[config.mk]
export PLATFORM = sky130hd
export DESIGN_NAME = fetch_unit
export DESIGN_NICKNAME = d
export VERILOG_FILES = /design/src/rtl/fetch_pkg.sv /design/src/rtl/fetch_fifo.sv /design/src/rtl/fetch_unit.sv
export SDC_FILE = /design/constraint.sdc
export NUM_CORES = 1
export LEC_CHECK = 0
export BUFFER_PORTS_ARGS = -buffer_cell sky130_fd_sc_hd__buf_2
export CAP_MARGIN = 20
export CORE_MARGIN = 10
export CORE_UTILIZATION = 50
export CTS_BUF_LIST = sky130_fd_sc_hd__clkbuf_16
export CTS_CLUSTER_SIZE = 8
export DETAILED_ROUTE_END_ITERATION = 7
export PLACE_DENSITY = 0.76
export SYNTH_ARGS = -nofsm -noshare
export SYNTH_HDL_FRONTEND = slang
export SYNTH_SLANG_ARGS = --single-unit
[constraint.sdc]
create_clock -name clk -period 7.8 [get_ports clk]
set_input_delay 0.39 -clock clk [delete_from_list [all_inputs] [get_ports clk]]
set_output_delay 0.39 -clock clk [all_outputs]
set_load 0.05 [all_outputs]
[src/rtl/fetch_pkg.sv]
// Shared widths, defaults and the instruction-queue entry type for the fetch stage.
package fetch_pkg;

    localparam int ADDR_W        = 64;
    localparam int INSTR_W       = 32;
    localparam int DEFAULT_DEPTH = 4;

    localparam logic [ADDR_W-1:0] DEFAULT_RESET_PC = '0;

    typedef struct packed {
        logic [ADDR_W-1:0]  pc;
        logic [INSTR_W-1:0] instr;
    } fetch_entry_t;

endpackage

[src/rtl/fetch_fifo.sv]
// Instruction queue between memory responses and the datapath.
// A flush empties the queue in one edge and wins over any push or pop in the same cycle.
module fetch_fifo
    import fetch_pkg::*;
#(
    parameter  int DEPTH = DEFAULT_DEPTH,
    localparam int CNT_W = $clog2(DEPTH + 1),
    localparam int PTR_W = $clog2(DEPTH)
) (
    input  logic             clk,
    input  logic             rst,
    input  logic             push,
    input  logic             pop,
    input  logic             flush,
    input  fetch_entry_t     push_entry,
    output fetch_entry_t     head_entry,
    output logic             valid,
    output logic [CNT_W-1:0] occupancy
);

    fetch_entry_t     mem [DEPTH];
    logic [PTR_W-1:0] wr_ptr;
    logic [PTR_W-1:0] rd_ptr;
    logic [CNT_W-1:0] count;
    logic             do_push;
    logic             do_pop;

    assign do_push = push && !flush && (count != CNT_W'(DEPTH));
    assign do_pop  = pop && !flush && (count != '0);

    // Pointers wrap naturally because DEPTH is a power of two.
    always_ff @(posedge clk or negedge rst) begin
        if (!rst) begin
            wr_ptr <= '0;
            rd_ptr <= '0;
            count  <= '0;
        end else if (flush) begin
            wr_ptr <= '0;
            rd_ptr <= '0;
            count  <= '0;
        end else begin
            if (do_push) wr_ptr <= wr_ptr + PTR_W'(1);
            if (do_pop)  rd_ptr <= rd_ptr + PTR_W'(1);
            case ({do_push, do_pop})
                2'b10:   count <= count + CNT_W'(1);
                2'b01:   count <= count - CNT_W'(1);
                default: count <= count;
            endcase
        end
    end

    always_ff @(posedge clk) begin
        if (do_push) mem[wr_ptr] <= push_entry;
    end

    assign valid      = (count != '0);
    assign head_entry = valid ? mem[rd_ptr] : '0;
    assign occupancy  = count;

endmodule

[src/rtl/fetch_unit.sv]
// Sequential instruction fetch with single-outstanding memory request and redirect flush.
// Holds fetch_pc and the in-flight flag; queueing lives in fetch_fifo.
module fetch_unit
    import fetch_pkg::*;
#(
    parameter logic [ADDR_W-1:0] RESET_PC = DEFAULT_RESET_PC,
    parameter int                DEPTH    = DEFAULT_DEPTH
) (
    input  logic                        clk,
    input  logic                        rst,
    output logic                        imem_req,
    output logic [ADDR_W-1:0]           imem_addr,
    input  logic [INSTR_W-1:0]          imem_rdata,
    input  logic                        redirect_valid,
    input  logic [ADDR_W-1:0]           redirect_pc,
    output logic                        out_valid,
    input  logic                        out_ready,
    output logic [ADDR_W-1:0]           out_pc,
    output logic [INSTR_W-1:0]          out_instr,
    output logic [$clog2(DEPTH+1)-1:0]  occupancy
);

    logic [ADDR_W-1:0] fetch_pc;
    logic [ADDR_W-1:0] inflight_pc;
    logic              inflight;
    logic              room;
    logic              push;
    logic              pop;
    fetch_entry_t      push_entry;
    fetch_entry_t      head_entry;

    // Counting the in-flight word as occupied guarantees its push always finds a free slot.
    assign room      = (32'(occupancy) + 32'(inflight)) < DEPTH;
    assign imem_req  = rst && !redirect_valid && room;
    assign imem_addr = fetch_pc;

    assign push             = inflight && !redirect_valid;
    assign pop              = out_valid && out_ready;
    assign push_entry.pc    = inflight_pc;
    assign push_entry.instr = imem_rdata;

    always_ff @(posedge clk or negedge rst) begin
        if (!rst) begin
            fetch_pc    <= RESET_PC;
            inflight    <= 1'b0;
            inflight_pc <= '0;
        end else begin
            inflight <= imem_req;
            if (imem_req) inflight_pc <= fetch_pc;
            if (redirect_valid)  fetch_pc <= redirect_pc;
            else if (imem_req)   fetch_pc <= fetch_pc + ADDR_W'(4);
        end
    end

    fetch_fifo #(
        .DEPTH (DEPTH)
    ) u_fifo (
        .clk        (clk),
        .rst        (rst),
        .push       (push),
        .pop        (pop),
        .flush      (redirect_valid),
        .push_entry (push_entry),
        .head_entry (head_entry),
        .valid      (out_valid),
        .occupancy  (occupancy)
    );

    assign out_pc    = head_entry.pc;
    assign out_instr = head_entry.instr;

endmodule

==> flow_summary.toml, run 1 <==
[run]
drv_cap = 0

[timing]
finalCritPeriodShare_pct = 47.11
fmax_mhz = 272.1
report.final.slew_viol_count = 0
max-slew-margin-rel_pct = 31.81
setup_viol = 0
fin_skew_ns = 0.02181
setup_tns_ns = 0
rsz0062_at_grt = "false"
min_period_ns = 3.675
hold_viol_final = 0
worst_slew_pin_slew_ns = 1.023

[drt]
drt_wl_total_um = 54130
wire_per_inst_um = 23.67
drt_iter0_drc = 1096
avgViaCountPerCell = 5.844
firstDrtPassIters = 5
ant_nets = 0
drc = 0
vias = 13370

[floorplan]
die-width_um = 226.7
dieArea_um2 = 51370
ios = 265
rows = 75
die_h_um = 226.7
start_util_pct = 50.79
core_um2 = 42040

[logic_synthesis]
yosys_register_bits = 520
yosys.area_share.simple_pct = 13.61
syn_area_per_cell_um2 = 15.18
postSynth.asyncResetShare_pct = 26.15
syn_area_um2 = 21350
synthesis.nets = 1513
synth-xor-area-share_pct = 1.231
synth.area.mux_share_pct = 10.76
synth_top_family_by_area = "simple AND/OR/NAND/NOR gates"
yosys_warnings = 0
synth_edf_count = 384
synthCells = 1407
synthAdderAreaFrac_pct = 0.3868
synth_top_flop_cell = "edfxtp_1"
synth-seq-area-share_pct = 69.94
synth_compound_area_share_pct = 2.555
synth_cell_type_count = 56

[placement]
hpwlAfterDp_um = 34350
gp_congestion = 0.8588
post_dp_cell_area_um2 = 23210
portBuffers = 264

[finish]
final_nets = 1798
final_area_um2 = 25430
drive_above_1_share_pct = 27.89
area.growth.synth_to_final_pct = 19.10

[worst_setup_path]
crit_type = "flop to primary output"
crit_path_end_kind = "primary output"
required_ns = 7.41
path_delay_family = "flip-flops"
worstPathCellList = "buf_4 -> mux4_2 -> and2_1 -> buf_2"
worst-path-buf-inv = 2
max_stage_delay_ns = 0.96
critPathMaxFanout = 38
start_kind = "flop"
cp.arrival_ns = 3.28
worst_path_max_delay_cell = "dfrtp_4"

[power_and_ir_drop]
power.density_nw_per_um2 = 364.5
leakage_nw = 9.779
vdd_drop_max_uv = 214.0

[clocking]
cts_tree = "done"
clock-root-buffer = "clkbuf_16"
clock-sinks = 520
clk_path_buf_depth = 3
post_cts_buffers = 0
clk_pin_slew_worst_paths_ns = 0.05
cts_htree_levels = 3
cts_made_buffers = 74
clkLatencyLatePin_ns = 0.59

[global_routing]
gr-usage-met1_pct = 26.93
busiest_layer = "met2"
grt_pass1_wl_um = 82120
antenna_found_initial = 2
gr-total-overflow = 0
grt_max_degree = 100
use_met2_pct = 33.80
use_met3_pct = 5.685
grtUsageTotal_pct = 21.03
first_global_vias = 13790

[min_path]
hold_path_class = "input pin to flop"

[outcome]
status = "finished clean"
==> metrics by stage <==
stage	hold slack (ns)	total power [mW]	setup WS (ns)	utilization (%)	instances
2_1_floorplan	0.09441	5.668	3.799	-	1407
3_3_place_gp	0.4764	6.400	4.575	55.19	2149
3_5_place_dp	0.4786	6.451	4.492	55.20	2150
4_1_cts	0.001310	9.367	4.016	60.48	2285
5_1_grt	0.01038	9.660	3.868	60.48	2285
6_report	0.01427	9.270	4.125	60.49	2287
==> registers in the layout, indices dropped and copies added (netlist names) <==
signal,count
u_fifo.occupancy,3
inflight_pc,64
u_fifo.rd_ptr,2
imem_addr,64
inflight,1
u_fifo.wr_ptr,2
u_fifo.mem,384
==> worst register-to-register path: stages (launching register included) <==
cell	delay, ns
dfrtp_1	0.48
ha_1	0.27
nand3_1	0.10
nor4_1	0.61
nand4_1	0.76
or4_1	0.71
a31o_2	0.25
==> cells by family (layout without fill, tap and decap cells) <==
group,count (synthesis),count (layout)
AND/OR/NAND/NOR,574,574
flip-flops,520,520
multiplexers,109,109
AO/OA/AOI/OAI,84,84
buffers and inverters,84,423
XOR/XNOR,30,30
adder cells (fa/ha/maj),6,6
other,0,2
==> synth_stat cells, types with 6 or more instances <==
library cell,instances,area [µm²]
a31oi_1,12,75.07
and2_1,105,656.9
and3_1,8,50.05
buf_1,14,52.55
clkbuf_1,55,206.5
dfrtp_1,136,3403
edfxtp_1,384,11530
inv_1,10,37.54
mux2i_1,8,80.08
mux4_2,96,2162
nand2_1,257,964.7
nand3_1,46,230.2
nand4_1,30,187.7
nor2_1,33,123.9
nor2b_1,12,75.07
nor3_1,17,85.08
nor4_1,12,75.07
o211ai_1,8,60.06
o21ai_0,36,180.2
or2_2,6,37.54
or3_1,14,87.58
or4_1,13,97.59
xnor2_1,21,183.9
xor2_1,9,78.83
==> layout by cell type, fill, tap and decap left out, types with 3 or more instances in the layout <==
cell             n
a221o_1          3
or4_1           13
inv_1           58
a22oi_1          5
clkbuf_16       77
or2_2            6
and4_1           3
o211ai_1         8
a31oi_1         12
and3_1           8
nand3_1         46
nor4_1          12
nand4_1         30
nand2_1        256
buf_2          263
edfxtp_1       384
nor2b_1         12
buf_4           14
or3_1           13
dfrtp_1        134
xnor2_1         21
nor4_2           4
mux4_2          96
mux2_2           5
xor2_1           9
and2_4           4
o21ai_0         36
and2_1         101
nor2_1          32
dlygate4sd3_1    5
mux2i_1          8
nor3_1          17
ha_1             5
o31ai_1          3
==> path summary, 6_finish.rpt <==
check / from / endpoint / slack (ns) / cells after the start
min in group asynchronous: rst / inflight_pc[36]$_DFFE_PN0P_ / 0.41 / 2
setup / recovery: u_fifo.rd_ptr[0]$_DFFE_PN0P_ / out_instr[21] / 4.13 / 4
max in group asynchronous: rst / inflight_pc[30]$_DFFE_PN0P_ / 6.01 / 3
hold / removal: redirect_pc[18] / imem_addr[18]$_DFFE_PN0N_ / 0.01 / 3
setup reg to reg: imem_addr[2]$_DFFE_PN0N_ / imem_addr[50]$_DFFE_PN0N_ / 4.51 / 6
hold reg to reg: imem_addr[1]$_DFFE_PN0P_ / inflight_pc[1]$_DFFE_PN0P_ / 0.50 / 2
==> layer usage <==
layer  vias to the layer above  share of wire (%)
met3                        94                9.6
met5                         -              0.024
met2                       630                 48
met4                         2                2.8
met1                      6752                 39
li1                       5887                  -
==> area by class of cell <==
type / instances / area [µm²]
diodes: 2 / 5.005
fillers: 3194 / 16610
multi-input cells: 803 / 6121
clock buffers: 77 / 1927
repair buffers: 283 / 1483
inverters: 10 / 37.54
clock inverters: 53 / 241.5
flip-flops and latches: 520 / 14940
well taps: 539 / 674.4
==> repair_timing <==
| action | 4_1_cts | 5_1_grt |
|---|---|---|
| hold buffers | 5 | 0 |
| resized for setup | 0 | 0 |
| endpoints found under the hold margin | 80 | 0 |
==> where the power goes <==
group / total [mW] / internal [mW] / switching [mW]
clock: 2.90 / 1.77 / 1.14
combinational: 2.75 / 0.798 / 1.95
sequential: 3.61 / 3.31 / 0.302
total: 9.27 / 5.88 / 3.39
Note: power is estimated with default switching activity, not from simulation.
==> inputs of run 2 (changes only) <==
==> constraint.sdc (replaced) <==
create_clock -name clk -period 3.7 [get_ports clk]
set_input_delay 0.185 -clock clk [delete_from_list [all_inputs] [get_ports clk]]
set_output_delay 0.185 -clock clk [all_outputs]
set_load 0.05 [all_outputs]
==> flow_summary.toml, run 2 (synthesis gave the netlist of run 1 again) <==
[outcome]
status = "finished clean"

[worst_setup_path]
cp.arrival_ns = 2.88
start_kind = "input pin"
crit_type = "input pin to primary output"
critPathMaxFanout = 41
crit_path_end_kind = "primary output"
required_ns = 3.51

[finish]
regArea_um2 = 14940
final_area_um2 = 26560
layout_commonest_cell = "edfxtp_1"
fill_cells = 2985
multi_input_area_um2 = 6121
top_register = "u_fifo.mem"
final_cells = 2403
largest_reg_flops = 384
area.growth.synth_to_final_pct = 24.39
final_cell_mix = "edfxtp_1 (384), buf_2 (262), nand2_1 (256)"
fin_util_pct = 63.18
final_nets = 1905
drive_above_1_share_pct = 26.94

[placement]
portBuffers = 264
hpwlAfterDp_um = 35620
place_ws_ns = 0.9859
gp_congestion = 0.8387
post_dp_cell_area_um2 = 23390
dp_cells = 2164

[floorplan]
die_h_um = 226.7
start_util_pct = 50.79
rows = 75
ios = 265
die-width_um = 226.7
core_um2 = 42040
dieArea_um2 = 51370

[timing]
finalWorstSetupSlack_ns = 0.6396
fin_skew_ns = 0.02247
setup_tns_ns = 0
rsz0062_at_grt = "false"
min_period_ns = 3.060
whs_ns = 0.08776
max-slew-margin-rel_pct = 40.09
hold_viol_final = 0
fmax_mhz = 326.8
finalCritPeriodShare_pct = 82.71
setup_viol = 0
worst_slew_pin_slew_ns = 0.8912
report.final.slew_viol_count = 0

[global_routing]
grt_max_degree = 68
gr-total-overflow = 0
grt_pass1_wl_um = 86620
grtUsageTotal_pct = 22.24
antenna_found_initial = 3
first_global_vias = 14320

[clocking]
post_cts_buffers = 0
clkLatencyLatePin_ns = 0.59
cts_made_buffers = 74
cts_htree_levels = 3
clock-root-buffer = "clkbuf_16"
clk_path_buf_depth = 3
cts_tree = "done"
ctsHoldBuffers = 98
clk_pin_slew_worst_paths_ns = 0.05
cts-resized-gates = 0
clock-sinks = 520

[drt]
firstDrtPassIters = 5
wire_per_inst_um = 23.79
avgViaCountPerCell = 5.792
ant_nets = 0
drc = 0
drt_iter0_drc = 1433
drt_wl_total_um = 57160
vias = 13920

[run]
drv_cap = 0

[min_path]
hold_path_class = "input pin to flop"

[power_and_ir_drop]
power.density_nw_per_um2 = 741.4
vdd_drop_max_uv = 529.8
leakage_nw = 10.28
power_mw = 19.69
## run 2: cell count changes in the layout (fill, tap and decap cells not counted)
| cell | delta |
|---|---|
| buf_2 | -1 |
| clkinv_8 | +3 |
| buf_4 | +9 |
| dlygate4sd3_1 | +93 |
| buf_12 | +6 |
| inv_1 | +7 |
| diode_2 | +2 |
| inv_16 | -2 |
| clkbuf_16 | -1 |
## run 2: power by group
group	internal [mW]	total [mW]	switching (mW)
sequential	6.98	7.56	0.576
combinational	1.80	6.04	4.24
clock	3.68	6.10	2.41
## run 2: per-layer routing
metal  GRT usage [%]  wire length [µm]  share of wire [%]  vias up
li1                -                 -                  -     6118
met1           28.38             22480                 39     7021
met2           35.49             27810                 49      656
met3           5.724              4802                8.4      118
met4           9.717              2045                3.6        4
met5               0                21              0.037        -
## run 2: worst paths after layout
check	cells after the start	end	slack, ns	start
worst max-delay path	8	imem_req	0.64	rst
worst min-delay path	3	imem_addr[21]$_DFFE_PN0N_	0.09	redirect_valid
worst max register to register	6	imem_addr[32]$_DFFE_PN0N_	0.98	imem_addr[2]$_DFFE_PN0N_
worst min register to register	2	inflight_pc[0]$_DFFE_PN0P_	0.50	imem_addr[0]$_DFFE_PN0P_
max in group asynchronous	4	inflight_pc[1]$_DFFE_PN0P_	1.80	rst
min in group asynchronous	2	imem_addr[53]$_DFFE_PN0N_	0.12	rst
## run 2: cell type report
type / instances / share of cell area (%)
diodes: 4 / 0.03769
clock buffers: 76 / 7.161
inverters: 10 / 0.1413
well taps: 539 / 2.539
clock inverters: 61 / 1.041
repair buffers: 390 / 9.775
multi-input cells: 803 / 23.05
flip-flops and latches: 520 / 56.26
## run 2: worst max-delay path: stages
cell	delay, ns
dlygate4sd3_1	0.56
buf_6	0.35
nand2b_1	0.24
nor2_2	0.20
nand2_4	0.18
inv_2	0.35
buf_4	0.41
buf_2	0.34
